$ cat config.mk
export PLATFORM = sky130hd
export DESIGN_NAME = reservation_station
export DESIGN_NICKNAME = d
export VERILOG_FILES = /design/src/rtl/reservation_station.sv
export SDC_FILE = /design/constraint.sdc
export NUM_CORES = 2
export LEC_CHECK = 0
export ABC_AREA = 1
export CAP_MARGIN = 20
export CELL_PAD_IN_SITES_DETAIL_PLACEMENT = 2
export CELL_PAD_IN_SITES_GLOBAL_PLACEMENT = 2
export CORE_AREA = 5 5 352 250
export CTS_CLUSTER_DIAMETER = 100
export CTS_CLUSTER_SIZE = 24
export DETAILED_ROUTE_END_ITERATION = 12
export DIE_AREA = 0 0 357 255
export PLACE_DENSITY = 0.95
export SYNTH_ARGS = -nofsm -noshare
export SYNTH_HDL_FRONTEND = slang
export SYNTH_SLANG_ARGS = --single-unit
$ cat constraint.sdc
create_clock -name clk -period 8 [get_ports clk]
set_input_delay 1.6 -clock clk [delete_from_list [all_inputs] [get_ports clk]]
set_output_delay 1.6 -clock clk [all_outputs]
set_load 0.005 [all_outputs]
$ cat src/rtl/reservation_station.sv
// Reservation station: holds dispatched ops until both operands are valid, then issues one per cycle to an
// internal ALU. Define RS_AGE_SELECT_EN to issue the oldest ready entry instead of the lowest-index one.
module reservation_station #(
   parameter int DEPTH = 4
) (
   input  logic        clk,
   input  logic        rst,
   input  logic [4:0]  op_in,
   input  logic [2:0]  target_in,
   input  logic [31:0] value1_in,
   input  logic [31:0] value2_in,
   input  logic [2:0]  query1_in,
   input  logic [2:0]  query2_in,
   input  logic [2:0]  mem_num,
   input  logic [31:0] mem_value,
   output logic        rs_full,
   output logic [2:0]  alu_num,
   output logic [31:0] alu_value
);

   localparam int IDX_W = (DEPTH > 1) ? $clog2(DEPTH) : 1;

   localparam logic [4:0] OP_ADD  = 5'b00000;
   localparam logic [4:0] OP_AND  = 5'b00001;
   localparam logic [4:0] OP_OR   = 5'b00010;
   localparam logic [4:0] OP_SLL  = 5'b00011;
   localparam logic [4:0] OP_SRL  = 5'b00100;
   localparam logic [4:0] OP_SLT  = 5'b00101;
   localparam logic [4:0] OP_SLTU = 5'b00110;
   localparam logic [4:0] OP_SRA  = 5'b00111;
   localparam logic [4:0] OP_SUB  = 5'b01000;
   localparam logic [4:0] OP_XOR  = 5'b01001;
   localparam logic [4:0] OP_BEQ  = 5'b01010;
   localparam logic [4:0] OP_BGE  = 5'b01011;
   localparam logic [4:0] OP_BNE  = 5'b01100;
   localparam logic [4:0] OP_BGEU = 5'b01101;
   localparam logic [4:0] OP_BLT  = 5'b11010;
   localparam logic [4:0] OP_BLTU = 5'b11011;
   localparam logic [4:0] OP_JALR = 5'b10001;

   function automatic logic op_legal(input logic [4:0] op);
      case (op)
         OP_ADD, OP_AND, OP_OR, OP_SLL, OP_SRL, OP_SLT, OP_SLTU, OP_SRA, OP_SUB,
         OP_XOR, OP_BEQ, OP_BGE, OP_BNE, OP_BGEU, OP_BLT, OP_BLTU, OP_JALR:
            op_legal = 1'b1;
         default:
            op_legal = 1'b0;
      endcase
   endfunction

   function automatic logic [31:0] alu_compute(input logic [4:0] op, input logic [31:0] a,
                                              input logic [31:0] b);
      logic [4:0] sh;
      sh = b[4:0];
      case (op)
         OP_ADD:  alu_compute = a + b;
         OP_AND:  alu_compute = a & b;
         OP_OR:   alu_compute = a | b;
         OP_SLL:  alu_compute = a << sh;
         OP_SRL:  alu_compute = a >> sh;
         OP_SLT:  alu_compute = {31'd0, ($signed(a) < $signed(b))};
         OP_SLTU: alu_compute = {31'd0, (a < b)};
         OP_SRA:  alu_compute = $unsigned($signed(a) >>> sh);
         OP_SUB:  alu_compute = a - b;
         OP_XOR:  alu_compute = a ^ b;
         OP_BEQ:  alu_compute = {31'd0, (a == b)};
         OP_BGE:  alu_compute = {31'd0, ($signed(a) >= $signed(b))};
         OP_BNE:  alu_compute = {31'd0, (a != b)};
         OP_BGEU: alu_compute = {31'd0, (a >= b)};
         OP_BLT:  alu_compute = {31'd0, ($signed(a) < $signed(b))};
         OP_BLTU: alu_compute = {31'd0, (a < b)};
         OP_JALR: alu_compute = (a + b) & 32'hFFFF_FFFE;
         default: alu_compute = 32'd0;
      endcase
   endfunction

   // A pending operand grabs a broadcast value; the load bus wins when both buses carry the same tag.
   function automatic logic [34:0] wake_operand(input logic [2:0] q, input logic [31:0] v,
                                                input logic [2:0] mn, input logic [31:0] mv,
                                                input logic [2:0] an, input logic [31:0] av);
      if (q != 3'd0 && q == mn) begin
         wake_operand = {3'd0, mv};
      end else if (q != 3'd0 && q == an) begin
         wake_operand = {3'd0, av};
      end else begin
         wake_operand = {q, v};
      end
   endfunction

   logic [DEPTH-1:0] valid_r;
   logic [DEPTH-1:0] valid_nxt_s;
   logic [4:0]       op_r      [DEPTH];
   logic [4:0]       op_nxt_s  [DEPTH];
   logic [2:0]       tag_r     [DEPTH];
   logic [2:0]       tag_nxt_s [DEPTH];
   logic [2:0]       q1_r      [DEPTH];
   logic [2:0]       q1_nxt_s  [DEPTH];
   logic [2:0]       q2_r      [DEPTH];
   logic [2:0]       q2_nxt_s  [DEPTH];
   logic [31:0]      v1_r      [DEPTH];
   logic [31:0]      v1_nxt_s  [DEPTH];
   logic [31:0]      v2_r      [DEPTH];
   logic [31:0]      v2_nxt_s  [DEPTH];

   logic [DEPTH-1:0] ready_s;
   logic             issue_s;
   logic [IDX_W-1:0] issue_idx_s;
   logic [IDX_W-1:0] free_idx_s;
   logic             accept_s;
   logic [31:0]      result_s;
   logic [2:0]       alu_num_r;
   logic [31:0]      alu_value_r;

   assign rs_full   = &valid_r;
   assign accept_s  = op_legal(op_in) && !rs_full;
   assign alu_num   = alu_num_r;
   assign alu_value = alu_value_r;
   assign result_s  = alu_compute(op_r[issue_idx_s], v1_r[issue_idx_s], v2_r[issue_idx_s]);

   // Readiness of each entry and the lowest free slot for the next dispatch.
   always_comb begin
      free_idx_s = {IDX_W{1'b0}};
      for (int i = DEPTH - 1; i >= 0; i--) begin
         ready_s[i] = valid_r[i] && (q1_r[i] == 3'd0) && (q2_r[i] == 3'd0);
         free_idx_s = valid_r[i] ? free_idx_s : IDX_W'(i);
      end
   end

`ifdef RS_AGE_SELECT_EN
   // age_r counts the valid entries older than this one, so 0 marks the oldest.
   logic [2:0] age_r     [DEPTH];
   logic [2:0] age_nxt_s [DEPTH];
   logic [2:0] best_age_s;
   logic [3:0] valid_cnt_s;
   logic [2:0] new_age_s;
   logic       take_s;

   // Oldest ready entry wins issue.
   always_comb begin
      issue_s     = 1'b0;
      issue_idx_s = {IDX_W{1'b0}};
      best_age_s  = 3'd7;
      take_s      = 1'b0;
      for (int i = 0; i < DEPTH; i++) begin
         take_s      = ready_s[i] && (!issue_s || (age_r[i] < best_age_s));
         issue_idx_s = take_s ? IDX_W'(i) : issue_idx_s;
         best_age_s  = take_s ? age_r[i] : best_age_s;
         issue_s     = issue_s | take_s;
      end
   end

   // Age bookkeeping: newcomers rank behind survivors, younger entries close the gap left by an issue.
   always_comb begin
      valid_cnt_s = 4'd0;
      for (int i = 0; i < DEPTH; i++) begin
         valid_cnt_s = valid_cnt_s + {3'd0, valid_r[i]};
      end
      new_age_s = valid_cnt_s[2:0] - {2'd0, issue_s};
      for (int i = 0; i < DEPTH; i++) begin
         if (accept_s && free_idx_s == IDX_W'(i)) begin
            age_nxt_s[i] = new_age_s;
         end else if (issue_s && age_r[i] > age_r[issue_idx_s]) begin
            age_nxt_s[i] = age_r[i] - 3'd1;
         end else begin
            age_nxt_s[i] = age_r[i];
         end
      end
   end

   // Age registers.
   always_ff @(posedge clk or negedge rst) begin
      if (!rst) begin
         for (int i = 0; i < DEPTH; i++) begin
            age_r[i] <= 3'd0;
         end
      end else begin
         for (int i = 0; i < DEPTH; i++) begin
            age_r[i] <= age_nxt_s[i];
         end
      end
   end
`else
   // Lowest-index ready entry wins issue.
   always_comb begin
      issue_s     = |ready_s;
      issue_idx_s = {IDX_W{1'b0}};
      for (int i = DEPTH - 1; i >= 0; i--) begin
         issue_idx_s = ready_s[i] ? IDX_W'(i) : issue_idx_s;
      end
   end
`endif

   // Entry next state: dispatch write with same-edge wakeup, operand wakeup, and release on issue.
   always_comb begin
      for (int i = 0; i < DEPTH; i++) begin
         op_nxt_s[i]  = op_r[i];
         tag_nxt_s[i] = tag_r[i];
         q1_nxt_s[i]  = q1_r[i];
         q2_nxt_s[i]  = q2_r[i];
         v1_nxt_s[i]  = v1_r[i];
         v2_nxt_s[i]  = v2_r[i];
         valid_nxt_s[i] = valid_r[i] & ~(issue_s && issue_idx_s == IDX_W'(i));
         if (accept_s && free_idx_s == IDX_W'(i)) begin
            valid_nxt_s[i] = 1'b1;
            op_nxt_s[i]    = op_in;
            tag_nxt_s[i]   = target_in;
            {q1_nxt_s[i], v1_nxt_s[i]} = wake_operand(query1_in, value1_in, mem_num, mem_value,
                                                      alu_num_r, alu_value_r);
            {q2_nxt_s[i], v2_nxt_s[i]} = wake_operand(query2_in, value2_in, mem_num, mem_value,
                                                      alu_num_r, alu_value_r);
         end else if (valid_r[i]) begin
            {q1_nxt_s[i], v1_nxt_s[i]} = wake_operand(q1_r[i], v1_r[i], mem_num, mem_value,
                                                      alu_num_r, alu_value_r);
            {q2_nxt_s[i], v2_nxt_s[i]} = wake_operand(q2_r[i], v2_r[i], mem_num, mem_value,
                                                      alu_num_r, alu_value_r);
         end else begin
            valid_nxt_s[i] = 1'b0;
         end
      end
   end

   // Entry storage.
   always_ff @(posedge clk or negedge rst) begin
      if (!rst) begin
         valid_r <= {DEPTH{1'b0}};
         for (int i = 0; i < DEPTH; i++) begin
            op_r[i]  <= 5'd0;
            tag_r[i] <= 3'd0;
            q1_r[i]  <= 3'd0;
            q2_r[i]  <= 3'd0;
            v1_r[i]  <= 32'd0;
            v2_r[i]  <= 32'd0;
         end
      end else begin
         valid_r <= valid_nxt_s;
         for (int i = 0; i < DEPTH; i++) begin
            op_r[i]  <= op_nxt_s[i];
            tag_r[i] <= tag_nxt_s[i];
            q1_r[i]  <= q1_nxt_s[i];
            q2_r[i]  <= q2_nxt_s[i];
            v1_r[i]  <= v1_nxt_s[i];
            v2_r[i]  <= v2_nxt_s[i];
         end
      end
   end

   // Result register; the value persists across idle cycles while the tag drops to zero.
   always_ff @(posedge clk or negedge rst) begin
      if (!rst) begin
         alu_num_r   <= 3'd0;
         alu_value_r <= 32'd0;
      end else if (issue_s) begin
         alu_num_r   <= tag_r[issue_idx_s];
         alu_value_r <= result_s;
      end else begin
         alu_num_r   <= 3'd0;
      end
   end

endmodule

==> results.py <==
metrics = {
    "routing": {
        "firstDrtPassIters": 6,
        "drtAntennaViolNets": 0,
        "routed_wirelength_um": 211000,
        "wl_per_cell_um": 36.0,
        "num_vias": 40900,
        "drc_errors": 0,
        "drt_iter0_markers": 6428,
        "drt-vias-per-instance": 6.97,
    },
    "die": {
        "start_util": 0.367,
        "fp.dieW_um": 357,
        "ios": 151,
        "die_area_um2": 91000,
        "fp.coreArea_um2": 84000,
        "rows": 89,
        "die_h_um": 255,
    },
    "final_layout": {
        "nets": 4935,
        "area_growth_pct": 9.59,
        "seqCellArea_um2": 8780,
        "fillers": 10200,
        "drive_gt1_frac": 0.0425,
        "multi_input_area_um2": 19000,
    },
    "logic_synthesis": {
        "synth_area_um2": 30800,
        "yosysTopAreaCellShare": 0.285,
        "synth-seq-area-share": 0.285,
        "synth_edf_count": 0,
        "ys_types": 57,
        "synthCells": 4795,
        "async_reset_ff_frac": 1.00,
        "ys.flop_type": "dfrtp_1",
        "synth_nets": 5009,
        "yosys.area.top_type": "dfrtp_1",
        "synth_seq_cells": 351,
        "yosys-top-cells-area": "dfrtp_1 28%, nand2_1 16%, nand3_1 8.9%",
        "synth_warnings": 0,
        "syn_avg_cell_area_um2": 6.43,
    },
    "placement": {
        "gp_congestion": 1.03,
        "port_buffers": 150,
        "dp_hpwl_um": 152000,
    },
    "cts": {
        "cts_tree": "done",
        "cts_setup_buffers": 0,
        "clk_latency_ns": 0.62,
        "clk_path_buf_depth": 3,
        "numClockSinks": 351,
        "htreeDepth": 1,
        "cts_resized": 0,
        "clk_pin_slew_ns": 0.11,
        "cts_buffers": 20,
        "cts_root_buf": "clkbuf_16",
        "hold_buffers": 0,
    },
    "critical_path": {
        "crit_path_top_delay_cell": "inv_2",
        "path_common_cell": "nand2_1",
        "regToRegStartpoint": "valid_r[1]$_DFF_PN0_",
        "worstSetupStartpointType": "register",
        "cp_max_fo": 37,
        "startpoint": "valid_r[1]$_DFF_PN0_",
        "end_kind": "register",
        "crit_family": "simple AND/OR/NAND/NOR gates",
        "cp.required_ns": 8.51,
        "cp.arrival_ns": 7.39,
        "path_class": "register to register",
        "crit_buf_inv": 6,
        "max_stage_delay_ns": 0.93,
    },
    "sta": {
        "fin_skew_ns": 0.0166,
        "maxSlewViolCount": 0,
        "rsz0062_at_grt": "no",
        "timing.setup.tns_ns": 0,
        "worst_slew_pin_slew_ns": 1.11,
        "finalSetupViolations": 0,
        "hold_viol": 0,
        "min_period_over_period": 0.859,
        "slew_headroom": 0.261,
        "timing.fmax_mhz": 145,
        "post-route-min-period_ns": 6.87,
    },
    "min_path": {
        "min-delay-start": "op_r[19]$_DFFE_PN0P_",
        "hold_path_class": "register to register",
    },
    "global_routing": {
        "antenna_found_initial": 8,
        "grt_usage": 0.445,
        "overflow": 0,
        "grt_pass1_vias": 42200,
        "grt_pass1_wl_um": 301000,
        "grt_max_degree": 115,
    },
    "status": {
        "status": "complete, no violations",
    },
    "flow_run": {
        "maxCapViolations": 0,
    },
}
-- stage by stage --
step	hold slack [ns]	instance area [um^2]	utilization	instances	setup slack, ns
final	0.512	33800	0.403	5866	1.13
after global routing	0.534	33800	0.402	5864	1.15
after CTS	0.502	33700	0.402	5860	1.13
after detailed placement	0.477	33100	0.394	5832	1.20
after global placement	0.463	33100	0.394	5832	1.70
after floorplan	0.447	30800	-	4795	3.93
-- cells in the mapped netlist (all sizes together) (60+ instances only) --
cell type / count
o221ai: 133
clkbuf: 214
buf: 104
ha: 97
a21oi: 220
dfrtp: 351
o211ai: 97
nand3: 561
xor2: 60
inv: 463
nand2: 1296
o21ai: 559
nor2: 294
-- area by class of cell --
class	instances	area share
Multi-Input combinational cell	3627	0.561
Antenna cell	2	0.000148
Timing Repair Buffer	222	0.0621
Clock buffer	21	0.0155
Tap cell	1137	0.0421
Inverter	499	0.0554
Clock inverter	7	0.00366
Sequential cell	351	0.260
-- cells in the final DEF, fill, tap and decap left out, types with 97 or more instances in the layout --
master	n
dfrtp_1	351
nand3_1	543
o21ai_0	519
inv_1	445
nand2_1	1271
nor2_1	266
a21oi_1	217
ha_1	97
o211ai_1	97
clkdlybuf4s50_1	149
o221ai_1	133
-- registers in the layout, indices dropped and copies added, names as in the netlist --
name,flops
q2_r,12
op_r,20
q1_r,12
alu_value,32
alu_num,3
tag_r,12
v2_r,128
valid_r,4
v1_r,128
-- worst reg2reg max path, delay by kind of cell (launching register included) --
family	cells	cell delay (ns)
and+or+nand+nor	23	3.20
buffers and inverters	6	1.69
AOI/OAI and AO/OA	2	0.79
adders and majority gates	1	0.57
DFF	1	0.50
-- cell families after synthesis --
group | after synthesis | synth area share
fa+ha+maj | 99 | 0.0406
xor+xnor | 76 | 0.0216
simple gates | 2260 | 0.315
flops | 351 | 0.285
compound gates | 1192 | 0.233
buf+inv | 817 | 0.105
-- layer usage --
| metal | vias up | wire [um] | GRT usage |
|---|---|---|---|
| li1 | 16000 | - | - |
| met1 | 20600 | 80300 | 0.571 |
| met2 | 3367 | 83400 | 0.634 |
| met3 | 920 | 30800 | 0.169 |
| met4 | 10 | 16600 | 0.275 |
| met5 | - | 57 | 0 |
-- final timing paths --
path	endpoint	slack, ns	cells past startpoint
worst min-delay path	op_r[19]$_DFFE_PN0P_	0.51	2
min in group asynchronous	v2_r[123]$_DFFE_PN0P_	1.06	1
worst max register to register	alu_value[0]$_DFFE_PN0P_	1.13	32
worst min register to register	op_r[19]$_DFFE_PN0P_	0.51	2
max in group asynchronous	v1_r[21]$_DFFE_PN0P_	5.44	2
worst max-delay path	alu_value[0]$_DFFE_PN0P_	1.13	32
Power is not shown: default switching activity piles up to over one toggle a cycle in this logic, so the estimate is an artifact.
